<file path="src/rtl/axis_pkg.sv">
// Shared definitions for the AXI-Stream source arbiter: FSM encoding,
// default widths and a small beat-parity helper.
package axis_pkg;

  typedef enum logic [0:0] {
    ST_IDLE = 1'b0,
    ST_BUSY = 1'b1
  } arb_state_e;

  localparam int DATA_W    = 32;
  localparam int DEF_N_SRC = 4;
  localparam int DEF_CNT_W = 16;

  // Running parity of accepted beats; 0 before a beat means that beat is odd-numbered.
  function automatic logic parity_next(input logic parity, input logic beat);
    return parity ^ beat;
  endfunction

endpackage

</file>
<file path="src/rtl/rr_pick.sv">
// Combinational round-robin picker: first asserted request at or after ptr,
// wrapping modulo N. Returns both one-hot and encoded grant.
module rr_pick #(
  parameter int N  = 4,
  parameter int PW = 2
) (
  input  logic [N-1:0]  req,
  input  logic [PW-1:0] ptr,
  output logic [N-1:0]  grant_oh,
  output logic [PW-1:0] grant_idx,
  output logic          valid
);

  logic [PW-1:0] pos_s;
  logic          hit_s;

  // Scan requests starting at the pointer; the first hit wins.
  always_comb begin
    grant_oh  = '0;
    grant_idx = '0;
    valid     = 1'b0;
    pos_s     = '0;
    hit_s     = 1'b0;
    for (int off = 0; off < N; off++) begin
      pos_s           = PW'((int'(ptr) + off) % N);
      hit_s           = !valid && req[pos_s];
      grant_oh[pos_s] = grant_oh[pos_s] | hit_s;
      grant_idx       = hit_s ? pos_s : grant_idx;
      valid           = valid | hit_s;
    end
  end

endmodule

</file>
<file path="src/rtl/axis_src_arb.sv">
// Packet-granular round-robin arbiter merging N 32-bit AXI-Stream sources
// into one stream for the 32-to-64 packer, with odd-length checking and counters.
module axis_src_arb
  import axis_pkg::*;
#(
  parameter int N_SRC = DEF_N_SRC,
  parameter int CNT_W = DEF_CNT_W
) (
  input  logic                      AXIS_ACLK,
  input  logic                      AXIS_ARESETN,
  input  logic [DATA_W*N_SRC-1:0]   S_AXIS_TDATA,
  input  logic [N_SRC-1:0]          S_AXIS_TVALID,
  input  logic [N_SRC-1:0]          S_AXIS_TLAST,
  output logic [N_SRC-1:0]          S_AXIS_TREADY,
  output logic [DATA_W-1:0]         M_AXIS_TDATA,
  output logic                      M_AXIS_TVALID,
  output logic                      M_AXIS_TLAST,
  input  logic                      M_AXIS_TREADY,
  output logic [DATA_W-1:0]         M_SRCDEST,
  input  logic [DATA_W*N_SRC-1:0]   SRCDEST_TBL,
  input  logic [N_SRC-1:0]          SRC_EN,
  output logic [N_SRC-1:0]          ERR_ODD,
  input  logic                      ERR_CLR,
  output logic [CNT_W*N_SRC-1:0]    PKT_CNT
);

  localparam int PW = (N_SRC > 1) ? $clog2(N_SRC) : 1;

  arb_state_e       state_r;
  arb_state_e       state_s;
  logic [PW-1:0]    ptr_r;
  logic [PW-1:0]    grant_r;
  logic [N_SRC-1:0] grant_oh_r;
  logic             parity_r;
  logic [N_SRC-1:0] err_r;

  logic [N_SRC-1:0] cand_s;
  logic [N_SRC-1:0] pick_oh_s;
  logic [PW-1:0]    pick_idx_s;
  logic             pick_valid_s;
  logic [PW-1:0]    next_ptr_s;
  logic             busy_s;
  logic             valid_sel_s;
  logic             last_sel_s;
  logic             xfer_s;
  logic             last_s;
  logic [N_SRC-1:0] err_set_s;

  logic [DATA_W-1:0] data_or_s [N_SRC+1];
  logic [DATA_W-1:0] sd_or_s   [N_SRC+1];

  assign cand_s = S_AXIS_TVALID & SRC_EN;

  rr_pick #(
    .N  (N_SRC),
    .PW (PW)
  ) u_rr_pick (
    .req       (cand_s),
    .ptr       (ptr_r),
    .grant_oh  (pick_oh_s),
    .grant_idx (pick_idx_s),
    .valid     (pick_valid_s)
  );

  // Granted-source selection as an AND-OR chain over the registered one-hot grant.
  assign data_or_s[0] = '0;
  assign sd_or_s[0]   = '0;

  for (genvar i = 0; i < N_SRC; i++) begin : g_src
    logic [CNT_W-1:0] pkt_cnt_r;

    assign data_or_s[i+1] = data_or_s[i] |
                            (S_AXIS_TDATA[DATA_W*i +: DATA_W] & {DATA_W{grant_oh_r[i]}});
    assign sd_or_s[i+1]   = sd_or_s[i] |
                            (SRCDEST_TBL[DATA_W*i +: DATA_W] & {DATA_W{grant_oh_r[i]}});

    // Per-source forwarded packet counter, wrapping naturally.
    always_ff @(posedge AXIS_ACLK or negedge AXIS_ARESETN) begin
      if (!AXIS_ARESETN) begin
        pkt_cnt_r <= '0;
      end else if (last_s && grant_oh_r[i]) begin
        pkt_cnt_r <= pkt_cnt_r + {{(CNT_W-1){1'b0}}, 1'b1};
      end
    end

    assign PKT_CNT[CNT_W*i +: CNT_W] = pkt_cnt_r;
  end

  assign busy_s      = (state_r == ST_BUSY);
  assign valid_sel_s = |(S_AXIS_TVALID & grant_oh_r);
  assign last_sel_s  = |(S_AXIS_TLAST & grant_oh_r);
  assign xfer_s      = busy_s & valid_sel_s & M_AXIS_TREADY;
  assign last_s      = xfer_s & last_sel_s;
  assign next_ptr_s  = (grant_r == PW'(N_SRC - 1)) ? '0 : grant_r + {{(PW-1){1'b0}}, 1'b1};

  // A TLAST beat taken while parity is still 0 is the 1st/3rd/5th... word of the packet.
  assign err_set_s = {N_SRC{last_s && (parity_r == 1'b0)}} & grant_oh_r;

  // FSM state register.
  always_ff @(posedge AXIS_ACLK or negedge AXIS_ARESETN) begin
    if (!AXIS_ARESETN) begin
      state_r <= ST_IDLE;
    end else begin
      state_r <= state_s;
    end
  end

  // Next state and the pass-through stream outputs.
  always_comb begin
    state_s       = state_r;
    M_AXIS_TDATA  = '0;
    M_AXIS_TVALID = 1'b0;
    M_AXIS_TLAST  = 1'b0;
    M_SRCDEST     = '0;
    S_AXIS_TREADY = '0;
    case (state_r)
      ST_IDLE: begin
        if (pick_valid_s) begin
          state_s = ST_BUSY;
        end else begin
          state_s = ST_IDLE;
        end
      end
      ST_BUSY: begin
        M_AXIS_TDATA  = data_or_s[N_SRC];
        M_AXIS_TVALID = valid_sel_s;
        M_AXIS_TLAST  = last_sel_s;
        M_SRCDEST     = sd_or_s[N_SRC];
        S_AXIS_TREADY = grant_oh_r & {N_SRC{M_AXIS_TREADY}};
        if (last_s) begin
          state_s = ST_IDLE;
        end else begin
          state_s = ST_BUSY;
        end
      end
      default: begin
        state_s = ST_IDLE;
      end
    endcase
  end

  // Grant capture at arbitration; beat parity and pointer advance while busy.
  always_ff @(posedge AXIS_ACLK or negedge AXIS_ARESETN) begin
    if (!AXIS_ARESETN) begin
      grant_r    <= '0;
      grant_oh_r <= '0;
      ptr_r      <= '0;
      parity_r   <= 1'b0;
    end else if (state_r == ST_IDLE) begin
      if (pick_valid_s) begin
        grant_r    <= pick_idx_s;
        grant_oh_r <= pick_oh_s;
        parity_r   <= 1'b0;
      end
    end else begin
      parity_r <= parity_next(parity_r, xfer_s);
      if (last_s) begin
        ptr_r <= next_ptr_s;
      end
    end
  end

  // Sticky odd-length flags; a same-cycle set overrides the clear.
  always_ff @(posedge AXIS_ACLK or negedge AXIS_ARESETN) begin
    if (!AXIS_ARESETN) begin
      err_r <= '0;
    end else begin
      err_r <= (err_r & ~{N_SRC{ERR_CLR}}) | err_set_s;
    end
  end

  assign ERR_ODD = err_r;

endmodule

</file>
<file path="config.mk">
export PLATFORM = sky130hd
export DESIGN_NAME = axis_src_arb
export DESIGN_NICKNAME = d
export VERILOG_FILES = /design/src/rtl/axis_pkg.sv /design/src/rtl/rr_pick.sv /design/src/rtl/axis_src_arb.sv
export SDC_FILE = /design/constraint.sdc
export NUM_CORES = 1
export LEC_CHECK = 0
export CAP_MARGIN = 15
export CORE_AREA = 5 5 158 160
export CTS_CLUSTER_SIZE = 25
export DETAILED_ROUTE_END_ITERATION = 8
export DIE_AREA = 0 0 163 165
export HOLD_SLACK_MARGIN = 0.02
export PLACE_DENSITY = 0.59
export SLEW_MARGIN = 40
export SYNTH_ARGS = -nofsm -noshare
export SYNTH_HDL_FRONTEND = slang
export SYNTH_SLANG_ARGS = --single-unit
</file>
<file path="constraint.sdc">
create_clock -name AXIS_ACLK -period 2.8 [get_ports AXIS_ACLK]
set_input_delay 0.42 -clock AXIS_ACLK [delete_from_list [all_inputs] [get_ports AXIS_ACLK]]
set_output_delay 0.42 -clock AXIS_ACLK [all_outputs]
set_load 0.1 [all_outputs]
</file>
Word level (Yosys, flattened, before mapping)
Index checks and enable logic that the tools add are counted.

Register bits: 78. Bits of input ports: 272. Word-level logic and storage cells: 125.

Add/sub/neg operators: 8. $lt $le $gt $ge: 8. Equal/unequal tests: 1. Muxes and demuxes: 42. Bitwise logic cells: 36. Reductions and logical operators: 20.

Operator list (number): bitwise AND 32 bit (8); OR 32 bit (6); adder 16 x 1 -> 16 bit (second input constant) (4); two-way mux 32 bit (2); bitwise AND 4 bit (7); two-way mux 1 bit (18); binary-select mux 1 bit (select 2 bit) (8); bitwise mux 4 bit (3); logical AND 1 bit (12); < comparator 2 x 3 -> 1 bit (second input constant) (4); two-way mux 2 bit (5); demux 1 bit (select 2 bit) (4); greater-or-equal comparator 2 x 1 -> 1 bit (second input constant) (4); OR reduction 4 bit (2); OR 1 bit (7); adder 2 x 1 -> 2 bit (second input constant) (2); adder 2 bit (second input constant) (2); two-way mux 4 bit (1); inverter 4 bit (1); OR 4 bit (1); AND reduction 2 bit (2); bitwise AND 1 bit (3); logical NOT 1 bit (3); == test 2 bit (second input constant) (1); 4 further kinds (5).

Logic depth before layout (Yosys ltp)
Gate-level depths: netlist of run 1.

Word-level depth: 17. Depth in mapped cells: 11. Depth with buffers taken out: 9.

Hierarchy
From an unflattened synthesis of run 1, not the netlist that was laid out.

Cell total of the unflattened synthesis: 649. Area total of the unflattened synthesis: 6083.3 µm².

Modules (own cells, without submodules): axis_src_arb (instances 1, cells an instance 561, area each 5316.3 µm², sequential area each 1951.9 µm²); rr_pick (instances 1, cells an instance 88, area each 767.0 µm², sequential area each 0.0 µm²).

Worst setup path after synthesis of run 1
OpenSTA, ideal clock, no wires.

Path type: register to output. Start point: reg grant_oh_r[1]. End point: out M_SRCDEST[14]. Data arrival time: 3.332 ns. Data required time: 2.380 ns. Setup slack: -0.952 ns. Cell stages (with the launch flop): 6. Buffers on the path: 3. Cells stage by stage: dfrtp_1 > buf_2 > clkbuf_1 > buf_1 > a22oi_1 > a21boi_0.

Word-level cells in the longest chain between the ends: 5.

Ends and longest elaborated chain: start, declared (RTL line axis_src_arb.sv:33) `logic [N_SRC-1:0] grant_oh_r;`; start signal, assigned (RTL line axis_src_arb.sv:152) `grant_oh_r <= pick_oh_s;`; bitwise AND 32 bit (RTL line axis_src_arb.sv:75) `(SRCDEST_TBL[DATA_W*i +: DATA_W] & {DATA_W{grant_oh_r[i]}});`; OR 32 bit (3 in a row) (RTL line axis_src_arb.sv:74) `assign sd_or_s[i+1] = sd_or_s[i] |`; two-way mux 32 bit (RTL line axis_src_arb.sv:116) `case (state_r)`; end, declared (RTL line axis_src_arb.sv:19) `output logic [DATA_W-1:0] M_SRCDEST,`.

Every way passes these cells.

Worst setup path after layout of run 1
Start point: in S_AXIS_TVALID[0]. End point: reg grant_oh_r[1].

Word-level cells in the longest chain between the ends: 17. Elaborated cells between the ends (all ways): 33.

Ends and longest elaborated chain: start, declared (RTL line axis_src_arb.sv:12) `input logic [N_SRC-1:0] S_AXIS_TVALID,`; bitwise AND 4 bit * (RTL line axis_src_arb.sv:52) `assign cand_s = S_AXIS_TVALID & SRC_EN;`; binary-select mux 1 bit (select 2 bit) (RTL line rr_pick.sv:26) `hit_s = !valid && req[pos_s];`; two-way mux 1 bit (implied by the code) (RTL line rr_pick.sv:26); OR 1 bit (RTL line rr_pick.sv:27) `grant_oh[pos_s] = grant_oh[pos_s] | hit_s;`; bitwise AND 4 bit (no line); binary-select mux 1 bit (select 2 bit) (RTL line rr_pick.sv:27); two-way mux 1 bit (implied by the code) (RTL line rr_pick.sv:27); OR 1 bit (RTL line rr_pick.sv:27); bitwise mux 4 bit (RTL line rr_pick.sv:27); binary-select mux 1 bit (select 2 bit) (RTL line rr_pick.sv:27); two-way mux 1 bit (implied by the code) (RTL line rr_pick.sv:27); OR 1 bit (RTL line rr_pick.sv:27); bitwise mux 4 bit (RTL line rr_pick.sv:27); binary-select mux 1 bit (select 2 bit) (RTL line rr_pick.sv:27); two-way mux 1 bit (implied by the code) (RTL line rr_pick.sv:27); OR 1 bit (RTL line rr_pick.sv:27); bitwise mux 4 bit (RTL line rr_pick.sv:27).

Mark *: on every way between the ends. The rest lies on a longest branch, timed or not. The select of a mux whose other input is x is not followed. A chain may end at the register's enable or synchronous reset.

==> impl_metrics.tcl, run 1 <==
set metrics [dict create \
    met3_usage 0.06713 \
    fmax_ghz 0.3803 \
    first_global_vias 6656 \
    die-area_um2 26900 \
    final_common_cell "clkdlybuf4s50_1" \
    synth_top_family_by_area "compound AO/OA/AOI/OAI gates" \
    hpwl_um 22950 \
    track_usage 0.1955 \
    finalHoldViolations 0 \
    first_iter_violations 526 \
    postLayoutCellArea_um2 11310 \
    drive_gt1_frac 0.2478 \
    use_met1 0.2420 \
    clock_latency_ns 0.33 \
    reg2reg_slack_ns 0.21 \
    start_util 0.2426 \
    end_kind "flop" \
    fin_worst_skew_ns 0.008352 \
    clockBufferDepth 2 \
    clkTransAtPathRegs_ns 0.07 \
    cp_max_fo 5 \
    cts_hold_buf 0 \
    port_buffers 409 \
    critPathRequiredTime_ns 3.00 \
    synth-seq-cells 78 \
    crit_start "S_AXIS_TVALID[0]" \
    multi_input_area_um2 3593 \
    drtAntennaViolNets 0 \
    wirelength_um 28870 \
    synth.cell_area_um2 5643 \
    grt.busiest_layer "met2" \
    tightest_slew_ns 0.5587 \
    rr_startpoint "ptr_r[0]" \
    via_per_inst 4.866 \
    syn_avg_cell_area_um2 9.043 \
    muxShareOfSynthArea 0.03171 \
    vdd_drop_max_v 0.0005282 \
    fillCellCount 2252 \
    powerDensity_nw_per_um2 1010 \
    final_nets 1322 \
    die_y_um 165 \
    grt_pass1_wl_um 40490 \
    ios 410 \
    grt_setup_unrepaired "no" \
    cts-htree-levels 3 \
    post_drt_wl_per_cell_um 21.09 \
    layout_common_cells "270 x clkdlybuf4s50_1, 137 x a22oi_1, 108 x buf_4" \
    drc 0 \
    start_kind "input pin" \
    p_leak_nw 4.668 \
    status "finished, final reports clean" \
    dpl_worst_slack_ns -0.1083 \
    layout_min_cycle_time_ns 2.630 \
    syn-num-nets 906 \
    antenna_found_initial 9 \
    path_class "in -> reg" \
    fin_ws_ns 0.1702 \
    min_path_type "in -> async" \
    synth_edf_count 0 \
    core.rowCount 56 \
    synth-compound-area-share 0.3169 \
    netlist_instances 624 \
    synth_warnings 0 \
    first_pass_iters 5 \
    fin_crit_sh 0.9392 \
    die_w_um 163 \
    cts.sinks 78 \
    dr_total_vias 6662 \
    post_synth_num_cell_types 49 \
    synth_xor_area_frac 0.09623 \
    use_met2 0.3362 \
    core_um2 23260 \
    synth-async-reset-ratio 1.000 \
    endpoint "grant_oh_r[1]" \
    dpl_cell_area_um2 11000 \
    setup_viol 0 \
    synthAdderAreaFrac 0.02217 \
    synth-simple-area-share 0.1446 \
    numCtsBuffers 9 \
    worstRegToRegCells 9 \
    slew_violations 0 \
    crit_arrival_ns 2.83 \
    slew_headroom 0.6228 \
    cap_violations 0 \
    grt_start_max_net_pins 71 \
    gr-total-overflow 0 \
    cts_root_buf "clkbuf_16" \
    synth_flop_cell "dfrtp_1" \
    cts_tree "built" \
    timing.rr.end "grant_oh_r[1]" \
    ys_seq_area_frac 0.3459 \
    finalSetupTns_ns 0 \
    globalplace.congestion 0.8820 \
    syn_to_final_growth_pct 100.4 \
    seqCellArea_um2 1959 \
]
-- registers in the layout (all words and copies together), names as in the netlist --
signal	cells
grant_r	2
grant_oh_r	4
busy_s	1
parity_r	1
ERR_ODD	4
g_src.pkt_cnt_r	64
ptr_r	2
-- critical path, cell delays in order --
cell and delay, ns:
clkdlybuf4s50_1 0.49, nand2_1 0.13, mux4_2 0.58, mux2i_4 0.24
a2111oi_0 0.44, a311oi_1 0.10, o22ai_1 0.29, o31ai_1 0.13
-- layer usage --
metal  vias up  wire length (um)  part of all wire
li1       3211                 -                 -
met1      3162             11530              0.40
met2       255             14360              0.50
met3        26              2590             0.090
met4         8               333             0.012
met5         -                59            0.0020
-- power by group --
group	internal (mW)	leakage, nW	switching (mW)
Clock	0.619	0.136	0.506
Sequential	1.21	1.05	0.114
Combinational	3.24	3.48	5.72
Total	5.07	4.67	6.34
-- Yosys cell counts (3+ instances only) --
cell type | count | area, um2
buf_2 | 4 | 20.02
a21oi_1 | 4 | 20.02
nand2_1 | 46 | 172.7
buf_1 | 5 | 18.77
nor2_1 | 24 | 90.09
inv_1 | 13 | 48.80
nand3_1 | 27 | 135.1
and2_1 | 10 | 62.56
mux4_2 | 3 | 67.56
nor3_1 | 5 | 25.02
nand3b_1 | 3 | 22.52
ha_1 | 10 | 125.1
nor2b_1 | 4 | 25.02
a22oi_1 | 137 | 1028
a21boi_0 | 65 | 488.0
o31ai_1 | 5 | 37.54
xor2_1 | 17 | 148.9
o22ai_1 | 5 | 31.28
mux2_2 | 7 | 78.83
and3_1 | 12 | 75.07
a211oi_1 | 3 | 22.52
dfrtp_1 | 78 | 1952
o21ai_0 | 7 | 35.03
nand4_1 | 15 | 93.84
clkbuf_1 | 37 | 138.9
and4_1 | 4 | 35.03
nor3b_1 | 3 | 22.52
xnor2_1 | 45 | 394.1
-- kinds of logic (layout without fill, tap and decap cells) --
family                   count (synthesis)  in the layout
AO/OA/AOI/OAI                          240            240
AND/OR/NAND/NOR                        161            161
flip-flops                              78             78
XOR/XNOR                                62             62
buffers and inverters                   61            482
multiplexers                            12             12
adder cells (fa/ha/maj)                 10             10
other                                    0              5
-- cell type report --
type | instances | area share
antenna | 5 | 0.001107
tap | 319 | 0.03530
inverter | 14 | 0.004869
timing repair buffer | 452 | 0.4418
clock inverter | 7 | 0.005865
clock buffer | 9 | 0.01992
multi-input combinational | 485 | 0.3178
sequential | 78 | 0.1733
-- worst min-delay path by stage --
stage	from	end	slack, ns
5_1_grt	AXIS_ARESETN	g_src[0].pkt_cnt_r[13]	0.12
3_5_place_dp	AXIS_ARESETN	g_src[0].pkt_cnt_r[13]	0.45
3_3_place_gp	AXIS_ARESETN	g_src[0].pkt_cnt_r[13]	0.45
4_1_cts	AXIS_ARESETN	g_src[0].pkt_cnt_r[13]	0.09
2_1_floorplan	AXIS_ARESETN	ERR_ODD[0]	0.12
6_report	AXIS_ARESETN	g_src[0].pkt_cnt_r[13]	0.08
-- what timing repair did --
action / in CTS / in global routing
resized for setup: 0 / 1
hold endpoints to repair: 0 / 0
endpoints found under the setup margin: 0 / 4
buffers inserted: 0 / 0
-- per-stage QoR --
stage | util | instances | power [mW] | hold slack (ns)
6_report | 0.4860 | 1369 | 11.42 | 0.07569
5_1_grt | 0.4856 | 1365 | 11.83 | 0.1169
4_1_cts | 0.4854 | 1364 | 11.50 | 0.09177
3_5_place_dp | 0.4729 | 1348 | 10.34 | 0.4531
3_3_place_gp | 0.4729 | 1348 | 10.34 | 0.4536
2_1_floorplan | - | 624 | 6.837 | 0.1244
Note: power is estimated with default switching activity, not from simulation.
==> inputs of run 2 (changes only) <==
PLACE_DENSITY = 0.64   (was 0.59)
==> run 2 against run 1 <==
  * Hold slack better by 0.032 ns
  * Via count is 1.5% higher
  * Final area is 0.29% lower
  * Utilization is 0.14 points lower
  * Flip-flop and latch count stayed put
  * Register-to-register slack worse by 0.12 ns
==> impl_metrics.tcl, run 2 (synthesized netlist as in run 1, its figures left out) <==
set metrics [dict create \
    status "finished, final reports clean" \
    via_per_inst 4.964 \
    dr_total_vias 6761 \
    slew_headroom 0.5323 \
    worstRegToRegCells 9 \
    port_buffers 409 \
    post-cts-setup-buffers 0 \
    start_util 0.2426 \
    critPathRequiredTime_ns 3.00 \
    die_w_um 163 \
    start_kind "flop" \
    track_usage 0.1952 \
    hpwl_um 22660 \
    globalplace.congestion 0.9215 \
    layout_min_cycle_time_ns 2.710 \
    dpl_cell_area_um2 10960 \
    min_path_type "in -> async" \
    cts_root_buf "clkbuf_16" \
    fin_crit_sh 0.9678 \
    first_iter_violations 642 \
    vdd_drop_max_v 0.0006643 \
    regMostFlops "g_src.pkt_cnt_r" \
    cts.sinks 78 \
    p_leak_nw 4.639 \
    fmax_ghz 0.3690 \
    post_drt_wl_per_cell_um 20.84 \
    numCtsBuffers 9 \
    cap_violations 0 \
    path_class "reg -> reg" \
    powerDensity_nw_per_um2 1013 \
    layout_common_cells "270 x clkdlybuf4s50_1, 137 x a22oi_1, 98 x buf_4" \
    end_kind "flop" \
    clkTransAtPathRegs_ns 0.06 \
    die_y_um 165 \
    cp_max_fo 17 \
    final_nets 1314 \
    grt_start_max_net_pins 79 \
    slew_violations 0 \
    core.rowCount 56 \
    cts-htree-levels 3 \
    clockBufferDepth 2 \
    drive_gt1_frac 0.2449 \
    wirelength_um 28390 \
    finalHoldViolations 0 \
    die-area_um2 26900 \
    core_um2 23260 \
    first_global_vias 6640 \
    finalSetupTns_ns 0 \
    tightest_slew_ns 0.7015 \
    first_pass_iters 5 \
    gr-total-overflow 0 \
    drc 0 \
    clock_latency_ns 0.33 \
    final_common_cell "clkdlybuf4s50_1" \
    grt_pass1_wl_um 40610 \
    setup_viol 0 \
    cts_tree "built" \
    largest_register_ffs 64 \
    syn_to_final_growth_pct 99.78 \
    antenna_found_initial 10 \
    fin_worst_skew_ns 0.006764 \
    drtAntennaViolNets 0 \
    postLayoutCellArea_um2 11270 \
    crit_arrival_ns 2.91 \
    ios 410 \
]
[run 2: what timing repair did]
| action | in CTS | in global routing |
|---|---|---|
| setup endpoints to repair | 0 | 4 |
| hold buffers | 0 | 0 |
| resized for setup | 0 | 5 |
[run 2: final timing paths]
| check | start | slack [ns] | to |
|---|---|---|---|
| worst max-delay path | ptr_r[0] | 0.09 | grant_oh_r[3] |
| worst min-delay path | AXIS_ARESETN | 0.11 | g_src[0].pkt_cnt_r[12] |
| worst max register to register | ptr_r[0] | 0.09 | grant_oh_r[3] |
| worst min register to register | g_src[0].pkt_cnt_r[15] | 0.47 | g_src[0].pkt_cnt_r[15] |
| max in group asynchronous | AXIS_ARESETN | 2.15 | grant_oh_r[2] |
| min in group AXIS_ACLK | g_src[0].pkt_cnt_r[15] | 0.47 | g_src[0].pkt_cnt_r[15] |
[run 2: cell type report]
type / count / area, um2
well taps: 319 / 399.1
clock buffers: 9 / 225.2
flip-flops and latches: 78 / 1958
inverters: 14 / 55.05
fillers: 2181 / 11990
clock inverters: 7 / 57.56
diodes: 6 / 15.01
repair buffers: 444 / 4951
multi-input cells: 485 / 3612
[run 2: critical path, cell delays in order, from the launching register on]
cell and delay (ns):
dfrtp_1 0.45, buf_4 0.23, ha_1 0.25, mux4_2 0.47, inv_1 0.11, mux2i_4 0.09, a2111oi_0 0.55, a311oi_2 0.11
o22ai_2 0.20, o31ai_1 0.12
[run 2: power by group]
group	leakage [nW]	total (mW)	switching, mW	internal [mW]
Sequential	1.05	1.32	0.109	1.21
Combinational	3.45	9.00	5.74	3.25
Clock	0.134	1.10	0.486	0.612
Total	4.64	11.4	6.34	5.08
[run 2: layer usage]
layer	vias to the layer above	track usage	wire length (um)
met3	30	0.06514	2699
met1	3235	0.2516	11560
li1	3194	-	-
met4	10	0.03546	347
met5	-	0	64
met2	292	0.3232	13720
[run 2: through the flow]
| stage | util | hold slack [ns] | power (mW) | setup slack (ns) | std cells |
|---|---|---|---|---|---|
| 6_report | 0.4846 | 0.1077 | 11.41 | 0.09016 | 1362 |
| 5_1_grt | 0.4842 | 0.1721 | 11.82 | -0.0009843 | 1358 |
| 4_1_cts | 0.4832 | 0.1384 | 11.44 | 0.08484 | 1356 |
| 3_5_place_dp | 0.4710 | 0.4645 | 10.32 | -0.2106 | 1340 |
| 3_3_place_gp | 0.4708 | 0.4614 | 10.29 | -0.1221 | 1340 |
| 2_1_floorplan | - | 0.1244 | 6.837 | -0.2170 | 624 |
